`src/rtl/aes_pkg.sv`:
```
// Shared definitions for the AES input loader: FSM states, byte counts and the
// key-length to round-count / core-latency mapping.
package aes_pkg;

    typedef enum logic [1:0] {FILL, START, BUSY, DONE} state_e;

    localparam int BLOCK_BYTES = 16;

    function automatic int key_bytes(input int nk);
        return nk * 4;
    endfunction

    // AES-128/192/256: NK 4/6/8 -> NR 10/12/14
    function automatic int nk_to_nr(input int nk);
        return nk + 6;
    endfunction

    function automatic int core_latency(input int nr);
        return nr + 2;
    endfunction

endpackage

```
`src/rtl/aes_byte_packer.sv`:
```
// MSB-first byte packer: byte k of a fill lands at byte lane NBYTES-1-k.
// Unwritten lanes keep their previous contents; WRAP returns the count to 0 on the last byte.
module aes_byte_packer
    import aes_pkg::*;
#(
    parameter int NBYTES = BLOCK_BYTES,
    parameter int CW     = 5,
    parameter bit WRAP   = 1'b0
) (
    input  logic                  clk,
    input  logic                  rst,
    input  logic                  clr_i,
    input  logic                  load_i,
    input  logic [7:0]            byte_i,
    output logic [NBYTES*8-1:0]   data_o,
    output logic [CW-1:0]         cnt_o
);

    localparam logic [CW-1:0] LAST = CW'(NBYTES - 1);
    localparam logic [CW-1:0] FULL = CW'(NBYTES);

    logic [NBYTES*8-1:0] data_q, data_d;
    logic [CW-1:0]       cnt_q, cnt_d;

    always_comb begin
        data_d = data_q;
        cnt_d  = cnt_q;
        for (int i = 0; i < NBYTES; i++) begin
            if (load_i && cnt_q == CW'(i)) data_d[(NBYTES-1-i)*8 +: 8] = byte_i;
        end
        if (clr_i) begin
            cnt_d = '0;
        end else if (load_i && cnt_q != FULL) begin
            cnt_d = (WRAP && cnt_q == LAST) ? '0 : cnt_q + CW'(1);
        end
    end

    always_ff @(posedge clk or posedge rst) begin
        if (rst) begin
            data_q <= '0;
            cnt_q  <= '0;
        end else begin
            data_q <= data_d;
            cnt_q  <= cnt_d;
        end
    end

    assign data_o = data_q;
    assign cnt_o  = cnt_q;

endmodule

```
`src/rtl/aes_input_loader.sv`:
```
// Byte-serial plaintext/key loader in front of the AES core: fills a block and
// key, pulses start, holds operands for the core's latency, then pulses done.
module aes_input_loader
    import aes_pkg::*;
#(
    parameter int NK = 4,
    parameter int NR = nk_to_nr(NK)
) (
    input  logic              clk,
    input  logic              rst,
    input  logic [7:0]        in_byte,
    input  logic              in_is_key,
    input  logic              in_valid,
    output logic              in_ready,
    output logic [127:0]      data_out,
    output logic [NK*32-1:0]  key_out,
    output logic              key_valid,
    output logic              start,
    output logic              busy,
    output logic              done
);

    localparam int CORE_LATENCY = core_latency(NR);
    localparam int KB           = key_bytes(NK);
    localparam int KW           = NK * 32;
    localparam int LW           = $clog2(CORE_LATENCY + 1);
    localparam logic [KW-1:0] LSB_MASK = KW'(8'hff);

    state_e          state_q, state_d;
    logic [LW-1:0]   lat_q, lat_d;
    logic [KW-1:0]   key_out_q;
    logic            key_valid_q;
    logic [KW-1:0]   shadow;
    logic [4:0]      data_cnt;
    logic [5:0]      key_cnt;
    logic            data_full, acc_data, acc_key, data_last, key_last;

    assign data_full = (data_cnt == 5'(BLOCK_BYTES));
    assign in_ready  = (state_q == FILL) && (in_is_key || !data_full);
    assign acc_data  = in_valid && in_ready && !in_is_key;
    assign acc_key   = in_valid && in_ready && in_is_key;
    assign data_last = acc_data && (data_cnt == 5'(BLOCK_BYTES - 1));
    assign key_last  = acc_key && (key_cnt == 6'(KB - 1));

    aes_byte_packer #(.NBYTES(BLOCK_BYTES), .CW(5), .WRAP(1'b0)) u_data (
        .clk    (clk),
        .rst    (rst),
        .clr_i  (state_q == DONE),
        .load_i (acc_data),
        .byte_i (in_byte),
        .data_o (data_out),
        .cnt_o  (data_cnt)
    );

    // Partial keys live only here; key_out is updated atomically on the last byte.
    aes_byte_packer #(.NBYTES(KB), .CW(6), .WRAP(1'b1)) u_key (
        .clk    (clk),
        .rst    (rst),
        .clr_i  (1'b0),
        .load_i (acc_key),
        .byte_i (in_byte),
        .data_o (shadow),
        .cnt_o  (key_cnt)
    );

    always_comb begin
        state_d = state_q;
        lat_d   = lat_q;
        case (state_q)
            FILL:  if ((data_full || data_last) && (key_valid_q || key_last)) state_d = START;
            START: begin
                state_d = BUSY;
                lat_d   = LW'(1);
            end
            BUSY: begin
                if (lat_q == LW'(CORE_LATENCY - 1)) begin
                    state_d = DONE;
                    lat_d   = '0;
                end else begin
                    lat_d = lat_q + LW'(1);
                end
            end
            DONE:    state_d = FILL;
            default: state_d = FILL;
        endcase
    end

    always_ff @(posedge clk or posedge rst) begin
        if (rst) begin
            state_q     <= FILL;
            lat_q       <= '0;
            key_out_q   <= '0;
            key_valid_q <= 1'b0;
        end else begin
            state_q <= state_d;
            lat_q   <= lat_d;
            if (key_last) begin
                // last key byte always lands in the lowest lane
                key_out_q   <= (shadow & ~LSB_MASK) | KW'(in_byte);
                key_valid_q <= 1'b1;
            end
        end
    end

    assign key_out   = key_out_q;
    assign key_valid = key_valid_q;
    assign start     = (state_q == START);
    assign busy      = (state_q == START) || (state_q == BUSY);
    assign done      = (state_q == DONE);

endmodule

```
`config.mk`:
```
export PLATFORM = sky130hd
export DESIGN_NAME = aes_input_loader
export DESIGN_NICKNAME = d
export VERILOG_FILES = /design/src/rtl/aes_pkg.sv /design/src/rtl/aes_byte_packer.sv /design/src/rtl/aes_input_loader.sv
export SDC_FILE = /design/constraint.sdc
export NUM_CORES = 1
export LEC_CHECK = 0
export ABC_AREA = 1
export CORE_MARGIN = 3
export CORE_UTILIZATION = 40
export CTS_BUF_LIST = sky130_fd_sc_hd__clkbuf_2
export DETAILED_ROUTE_END_ITERATION = 16
export PLACE_DENSITY = 0.67
export SLEW_MARGIN = 20
export SYNTH_ARGS = -nofsm -noshare
export SYNTH_HDL_FRONTEND = slang
export SYNTH_HIERARCHICAL = 1
export SYNTH_SLANG_ARGS = --single-unit
```
`constraint.sdc`:
```
create_clock -name clk -period 5.78 [get_ports clk]
set_clock_uncertainty 0.15 [all_clocks]
set_input_delay 0.578 -clock clk [delete_from_list [all_inputs] [get_ports clk]]
set_output_delay 0.578 -clock clk [all_outputs]
set_load 0.02 [all_outputs]
```
==> metrics.txt, run 1 <==
total global routing overflow=0; synthesized net count=approximately 1,500; TritonCTS buffer count=102; CTS tree=done; Clock Tree Root=clkbuf_2; post-route ant nets=0; worst hold slack=0.255 ns; gpl congestion=0.832; first-pass GRT wire length=about 67 mm; RSZ-0062 raised after global routing=no; Reg clk slew, reported paths=0.12 ns; vias in the first global route=about 12,000; Hold Path Class=primary input to flop; clock power share=27.9%; FMAX=290 MHz; Starting Density=40.7%; slew margin rel.=35.6%; WL/cell=18.1 um; die width=208 um; initial DRC count=909; critical path type=flop to output port; Vias/cell=4.91; Critical Path Fanout Max=10; final net count=1,790; most frequent cells in the layout=nand2_1, dfrtp_1, clkdlybuf4s50_1; CTS max path bufs=3; Pins Over Slew Limit=0; FILL cells=3,642; CTS Sinks=394; Tcrit/Tclk final=59.6%; # IOs=273; worst-skew pair later-pin latency=1.02 ns; reg2reg end=state_q[0]; pin count of the biggest net entering global routing=92; Syn Area/Cell=11.4 um^2; max_cap viols=0; Internal Power=4640 uW; DP HPWL=roughly 28 mm; Crit path buffers/inverters=2; layout cell share with drive strength beyond 1=between 10% and 20%; residual DRC count=0; worst r2r src=state_q[0]; core area=40,000 um^2; Endpoint, Worst Hold=u_data/data_o[82]; setup_tns=0 ns; pwr dens=352 nW/um^2; Final setup viols=0; area delta synth->final=24.2%; min cycle time layout=~3.4 ns; port bufs=272; cell family with the largest share of critical-path delay=buffers and inverters; Placed Area=19,300 um^2; r2r worst-path depth=12; P_leak=0.0104 uW; via count=11,600; yosys warns=6; delay of the slowest critical-path stage=0.70 ns; drt total wl=roughly 43 mm; Critical Path Slowest Stage Cell=clkdlybuf4s50_1; Worst R2R Setup Slack=2.49 ns; status=completed; Final Hold Vio Count=0; WP data arrival=2.72 ns; drt first pass iters=5; VDD IR max=0.000320 V; Hold Path Stages=4; Post-Synthesis Cells=~1,400; CP Data Required Time=5.05 ns; fin area=20,200 um^2; Comb pwr share=25.1%; Flop pwr share=roughly 47%; Tot GR Track Use=19.6%; CP Cell Sequence=inv_1, ha_1, clkdlybuf4s50_1; Psw=about 2500 uW; commonest non-fill, non-tap cell in the layout=nand2_1; Tightest Pin Transition=0.963 ns; Resized Gates After CTS=0; H-tree depth=3; Worst Hold Launch=in_byte[2]; Post-Syn Area=16,300 um^2; Setup crit end kind=output port; Sw Share=34.9%; # rows=73; Die Height=208 um; initial antenna violation count=2; die area=43,200 um^2; crit start category=flop
==> worst min-delay path: stages <==
cell	delay [ns]
clkdlybuf4s50_1	0.40
buf_4	0.25
nand2_1	0.12
nand2_1	0.05
==> power groups by stage <==
stage                     Sequential [uW]  Clock [uW]  Combinational [uW]
after floorplan                      3670           0                 686
after global placement               3380           0                1760
after detailed placement             3390           0                1790
after CTS                            3350        2080                1800
after global routing                 3400        2230                1950
final                                3350        1990                1790
==> worst max path at each step <==
stage,from,cells past startpoint,end,slack (ns)
finish,state_q[1],3,busy,2.33
global route,state_q[0],3,busy,2.10
CTS,state_q[0],3,busy,2.12
detailed placement,in_valid,11,state_q[1],2.24
global placement,in_is_key,11,state_q[0],2.26
floorplan,rst,1,key_out[0],1.44
==> metal layers <==
layer  part of all wire (%)  up-vias  GRT usage, %  wire length [um]
li1                       -     5450             -                 -
met4                    1.5        0          5.98               624
met1                     42     5673          24.8             18000
met5                      0        -             0                 0
met2                     47      421          30.9             19900
met3                    9.9       63          8.09              4240
==> what timing repair did <==
item / 4_1_cts / 5_1_grt
setup endpoints to repair: 0 / 0
hold endpoints to repair: 23 / 0
hold buffers: 1 / 0
buffers inserted: 0 / 0
==> per-stage QoR <==
step                cells  power (uW)  utilization, %  setup slack (ns)
floorplan            1435        4350               -              1.44
global placement     2183        5150            48.1              2.26
global route         2365        7580            50.6              2.10
CTS                  2363        7230            50.6              2.12
detailed placement   2183        5180            48.1              2.24
finish               2365        7130            50.6              2.33
==> cell type report <==
| type | instances | area (um^2) | share of cell area (%) |
|---|---|---|---|
| flip-flops and latches | 394 | 9860 | 48.7 |
| clock buffers | 150 | 751 | 3.71 |
| inverters | 72 | 280 | 1.39 |
| clock inverters | 29 | 209 | 1.03 |
| multi-input cells | 906 | 5620 | 27.8 |
| well taps | 525 | 657 | 3.25 |
| diodes | 2 | 5.00 | 0.0247 |
| repair buffers | 287 | 2850 | 14.1 |
==> sequential cells by signal, indices dropped and copies added (netlist names) <==
name           count
u_data/data_o    128
u_key/data_o     120
key_valid          1
state_q            2
u_key/cnt_o        6
key_out          128
lat_q              4
u_data/cnt_o       5
(Power assumes the default switching activity.)
==> inputs of run 2 (changes only) <==
clock period = 3.5 ns   (was 5.78 ns; I/O delays follow)
==> run 2 against run 1 <==
Effect of this change: die area did not move; global-route usage up 0.25 points; critical path depth did not move; core utilization grew 0.38 points; final cell count about the same; wire length grew 0.71%; non-clock buffer count is 19 higher; combinational power increased by 66%; register-to-register slack worse by 1.8 ns.
==> metrics.txt, run 2 (synthesis gave the netlist of run 1 again) <==
setup_tns=0 ns; slew margin rel.=between 40% and 50%; CTS max path bufs=3; Starting Density=40.7%; layout cell share with drive strength beyond 1=roughly a fifth; P_leak=0.0105 uW; Critical Path Fanout Max=10; H-tree depth=3; CP Data Required Time=~3.0 ns; delay of the slowest critical-path stage=0.70 ns; max_cap viols=0; port bufs=~270; first-pass GRT wire length=68.1 mm; CP Cell Sequence=inv_1, ha_1, clkdlybuf4s50_1; critical path type=flop to output port; Worst Hold Launch=in_byte[6]; die width=208 um; Endpoint, Worst Hold=u_data/data_o[46]; core area=about 40,000 um^2; r2r worst-path depth=7; # rows=73; PnR Total Power=11,600 uW; Worst R2R Setup Slack=0.70 ns; VDD IR max=0.000468 V; TritonCTS buffer count=100; total global routing overflow=0; vias in the first global route=11,900; final net count=around 1,800; initial DRC count=between 600 and 700; Resized Gates After CTS=0; Pins Over Slew Limit=0; WP data arrival=2.65 ns; drt first pass iters=5; status=completed; reg2reg end=key_out[115]; CTS tree=done; min cycle time layout=3.15 ns; die area=roughly 43,000 um^2; WL/cell=18.2 um; residual DRC count=0; Final setup viols=0; Hold Path Stages=4; worst-skew pair later-pin latency=approximately 0.98 ns; pwr dens=569 nW/um^2; Tcrit/Tclk final=approximately 90%; via count=roughly 12,000; Die Height=208 um; initial antenna violation count=2; RSZ-0062 raised after global routing=no; Setup crit end kind=output port; DP HPWL=28.6 mm; most frequent cells in the layout=nand2_1, dfrtp_1, clkdlybuf4s50_1; pin count of the biggest net entering global routing=57; area delta synth->final=25.1%; Post-CTS Setup Repair Bufs=0; Critical Path Slowest Stage Cell=clkdlybuf4s50_1; drt total wl=43.1 mm; commonest non-fill, non-tap cell in the layout=nand2_1; crit start category=flop; FMAX=317 MHz; FILL cells=3,598; gpl congestion=a little over 0.8; post-route ant nets=0; Hold Path Class=primary input to flop; worst r2r src=state_q[0]; Tot GR Track Use=19.8%; Final Hold Vio Count=0; # IOs=273; Clock Tree Root=clkbuf_2; Reg clk slew, reported paths=0.10 ns; Tightest Pin Transition=0.795 ns; Vias/cell=roughly 5; CTS Sinks=394
==> run 2: cell count changes in the layout (fill, tap and decap cells not counted), sizes merged <==
cell,before,now
dlygate4sd3,1,7
clkbuf,150,142
inv,74,69
diode,2,1
buf,14,27
clkinvlp,1,3
clkinv,23,17
==> run 2: stage by stage <==
stage / std cells / hold slack (ns) / cell area (um^2) / utilization, % / worst slack (ns)
6_report: 2366 / 0.124 / 20400 / 50.9 / 0.350
5_1_grt: 2366 / 0.0564 / 20400 / 50.9 / 0.0871
4_1_cts: 2365 / 0.0110 / 20400 / 50.9 / 0.195
3_5_place_dp: 2196 / 0.318 / 19400 / 48.6 / 0.757
3_3_place_gp: 2196 / 0.312 / 19400 / 48.6 / 0.787
2_1_floorplan: 1435 / 0.299 / 16300 / - / 1.32
==> run 2: cell type report <==
class	count	area [um^2]	share of cell area (%)
diodes	1	2.50	0.0123
clock buffers	142	711	3.49
clock inverters	20	155	0.761
inverters	72	282	1.38
multi-input cells	906	5620	27.6
flip-flops and latches	394	9860	48.4
well taps	525	657	3.22
repair buffers	306	3100	15.2
==> run 2: critical path, delay by kind of cell (launching register included) <==
kind                       cells  cell delay, ns
adders and majority gates      1            0.46
buffers and inverters          2            0.79
DFF                            1            0.41
==> run 2: worst max-delay path by stage <==
stage / start / to / depth (start not counted)
2_1_floorplan: rst / key_out[0] / 1
3_3_place_gp: in_valid / key_out[112] / 6
3_5_place_dp: in_is_key / key_out[120] / 6
4_1_cts: state_q[0] / busy / 3
5_1_grt: state_q[0] / busy / 3
6_report: state_q[0] / busy / 3
==> run 2: power by group <==
| part | total, uW | internal (uW) | switching (uW) |
|---|---|---|---|
| clock | 3080 | 1280 | 1790 |
| sequential | 5540 | 5140 | 406 |
| combinational | 2980 | 1180 | 1800 |
| total | 11600 | 7590 | 4000 |
==> run 2: timing repair <==
action	in CTS	in global routing
endpoints found under the hold margin	140	0
setup endpoints to repair	0	0
hold buffers	7	0
==> run 2: routing by layer <==
metal	wire length [um]	GRT usage, %
met5	13	0
met4	762	6.18
met3	3780	7.65
met2	19700	30.6
met1	18800	26.1
==> inputs of run 3 (changes only) <==
CORE_UTILIZATION = 50   (was 40)
CTS_CLUSTER_DIAMETER = 200   (was not set)
PLACE_DENSITY = 0.8   (was 0.67)
SETUP_SLACK_MARGIN = 0.4   (was not set)
==> run 3 against run 2 <==
Effect of this change: first-iteration DRC count up 22%; combinational power about the same; largest power group unchanged; final cell count down 4.1%; flip-flop and latch count unchanged; cell area down 1.1%; sequential share of layout area up 0.57 points; critical path depth down 1; worst setup slack better by 0.33 ns; wire length down 1.2%; core utilization up 12 points; highest routed layer is now met4; total power up 0.20%.
==> metrics.txt, run 3 (synthesis gave the netlist of run 1 again) <==
r2r worst-path depth=7; DP HPWL=27.7 mm; crit start category=flop; Critical Path Fanout Max=5; residual DRC count=0; Met3 Wirelength=4.42 mm; final net count=1,792; Reg clk slew, reported paths=about 0.1 ns; drt total wl=between 40 and 50 mm; pin count of the biggest net entering global routing=136; slew margin rel.=47.0%; setup_tns=0 ns; FILL cells=2,456; cell family with the largest share of critical-path delay=buffers and inverters; Clock Tree Root=clkbuf_2; Vias/cell=5.19; Tcrit/Tclk final=80.4%; TritonCTS buffer count=98; die area=34,800 um^2; area delta synth->final=23.7%; Starting Density=between 50% and 60%; core area=31,800 um^2; most frequent cells in the layout=nand2_1, dfrtp_1, clkdlybuf4s50_1; Final Hold Vio Count=0; Post-CTS Setup Repair Bufs=0; met2 wire len=19.9 mm; total global routing overflow=0; drt first pass iters=5; max_cap viols=0; WL/cell=18.8 um; Die Height=186 um; Max Used Layer=met4; # rows=65; dpl cells=2,099; CP Data Required Time=3.00 ns; via count=~12,000; initial DRC count=819; status=completed; Critical Path Slowest Stage Cell=clkdlybuf4s50_1; H-tree depth=3; layout cell share with drive strength beyond 1=19.6%; # IOs=273; Pins Over Slew Limit=0; CTS Sinks=394; WP data arrival=2.32 ns; footprint of the multi-input gates=between 5000 and 6000 um^2; Setup crit end kind=output port; P_leak=0.0104 uW; worst-skew pair later-pin latency=a little over 0.9 ns; Post-Layout Cell Count=2,269; Final setup viols=0; initial antenna violation count=3; met1 WL=17.1 mm; Hold Path Stages=4; first-pass GRT wire length=68.2 mm; critical path type=flop to output port; pwr dens=577 nW/um^2; gpl congestion=around 0.82; min cycle time layout=2.82 ns; post-route ant nets=0; Hold Path Class=primary input to flop; CP Cell Sequence=ha_1, clkdlybuf4s50_1; Worst Hold Launch=in_byte[4]; Crit path buffers/inverters=1; FF+latch area=9860 um^2; RSZ-0062 raised after global routing=no; VDD IR max=~0.00055 V; port bufs=272; delay of the slowest critical-path stage=0.71 ns; final core utilization=63.4%; vias in the first global route=12,600; FMAX=355 MHz; CTS tree=done; critical path depth=2; worst r2r src=state_q[0]; CP startpoint=state_q[1]; Tot GR Track Use=between 20% and 30%; commonest non-fill, non-tap cell in the layout=nand2_1; Tightest Pin Transition=0.795 ns; die width=~190 um; CTS max path bufs=3
[run 3: changes by cell type in the layout (fill, tap and decap cells not counted), sizes merged, moves of 3 or more]
cell,before,now
dlygate4sd3,7,1
diode,1,6
clkinv,17,20
buf,27,20
clkbuf,142,138
[run 3: where the power goes]
group | total [uW] | switching (uW) | internal (uW)
clock | 3100 | 1830 | 1270
sequential | 5560 | 417 | 5140
combinational | 2960 | 1810 | 1160
[run 3: worst min-delay path, stage by stage]
cell,delay (ns)
clkdlybuf4s50_1,0.40
buf_4,0.26
nand2_1,0.12
nand2_1,0.05
[run 3: path summary, 6_finish.rpt]
kind / endpoint / slack (ns)
max: done / 0.68
min: u_data/data_o[68] / 0.13
max reg2reg: key_out[12] / 0.94
min reg2reg: u_data/data_o[43] / 0.34
max in group asynchronous: u_key/data_o[76] / 1.98
min in group asynchronous: u_key/data_o[28] / 0.53
[run 3: area by class of cell]
| type | instances | area share (%) |
|---|---|---|
| repair buffers | 293 | 14.7 |
| clock buffers | 138 | 3.43 |
| clock inverters | 25 | 0.888 |
| diodes | 6 | 0.0745 |
| flip-flops and latches | 394 | 48.9 |
| inverters | 72 | 1.40 |
| well taps | 435 | 2.70 |
| multi-input cells | 906 | 27.9 |
[run 3: per-layer routing]
metal  up-vias  track usage [%]
met1      5785             30.3
met2       493             39.2
met3        83             9.77
met5         -                0
met4         0             8.58
li1       5419                -
[run 3: what timing repair did]
action	4_1_cts	5_1_grt
hold buffers	1	0
pin swaps	0	0
resized for setup	1	3
endpoints found under the setup margin	1	1
endpoints found under the hold margin	46	0
[run 3: stage by stage]
| stage | cell area, um^2 | power, uW | hold slack, ns | setup WS (ns) |
|---|---|---|---|---|
| 2_1_floorplan | 16300 | 7190 | 0.299 | 1.32 |
| 3_3_place_gp | 19300 | 8470 | 0.312 | 0.926 |
| 3_5_place_dp | 19300 | 8580 | 0.319 | 0.900 |
| 4_1_cts | 20100 | 11700 | 0.0561 | 0.412 |
| 5_1_grt | 20100 | 12300 | 0.0414 | 0.516 |
| 6_report | 20100 | 11600 | 0.129 | 0.685 |
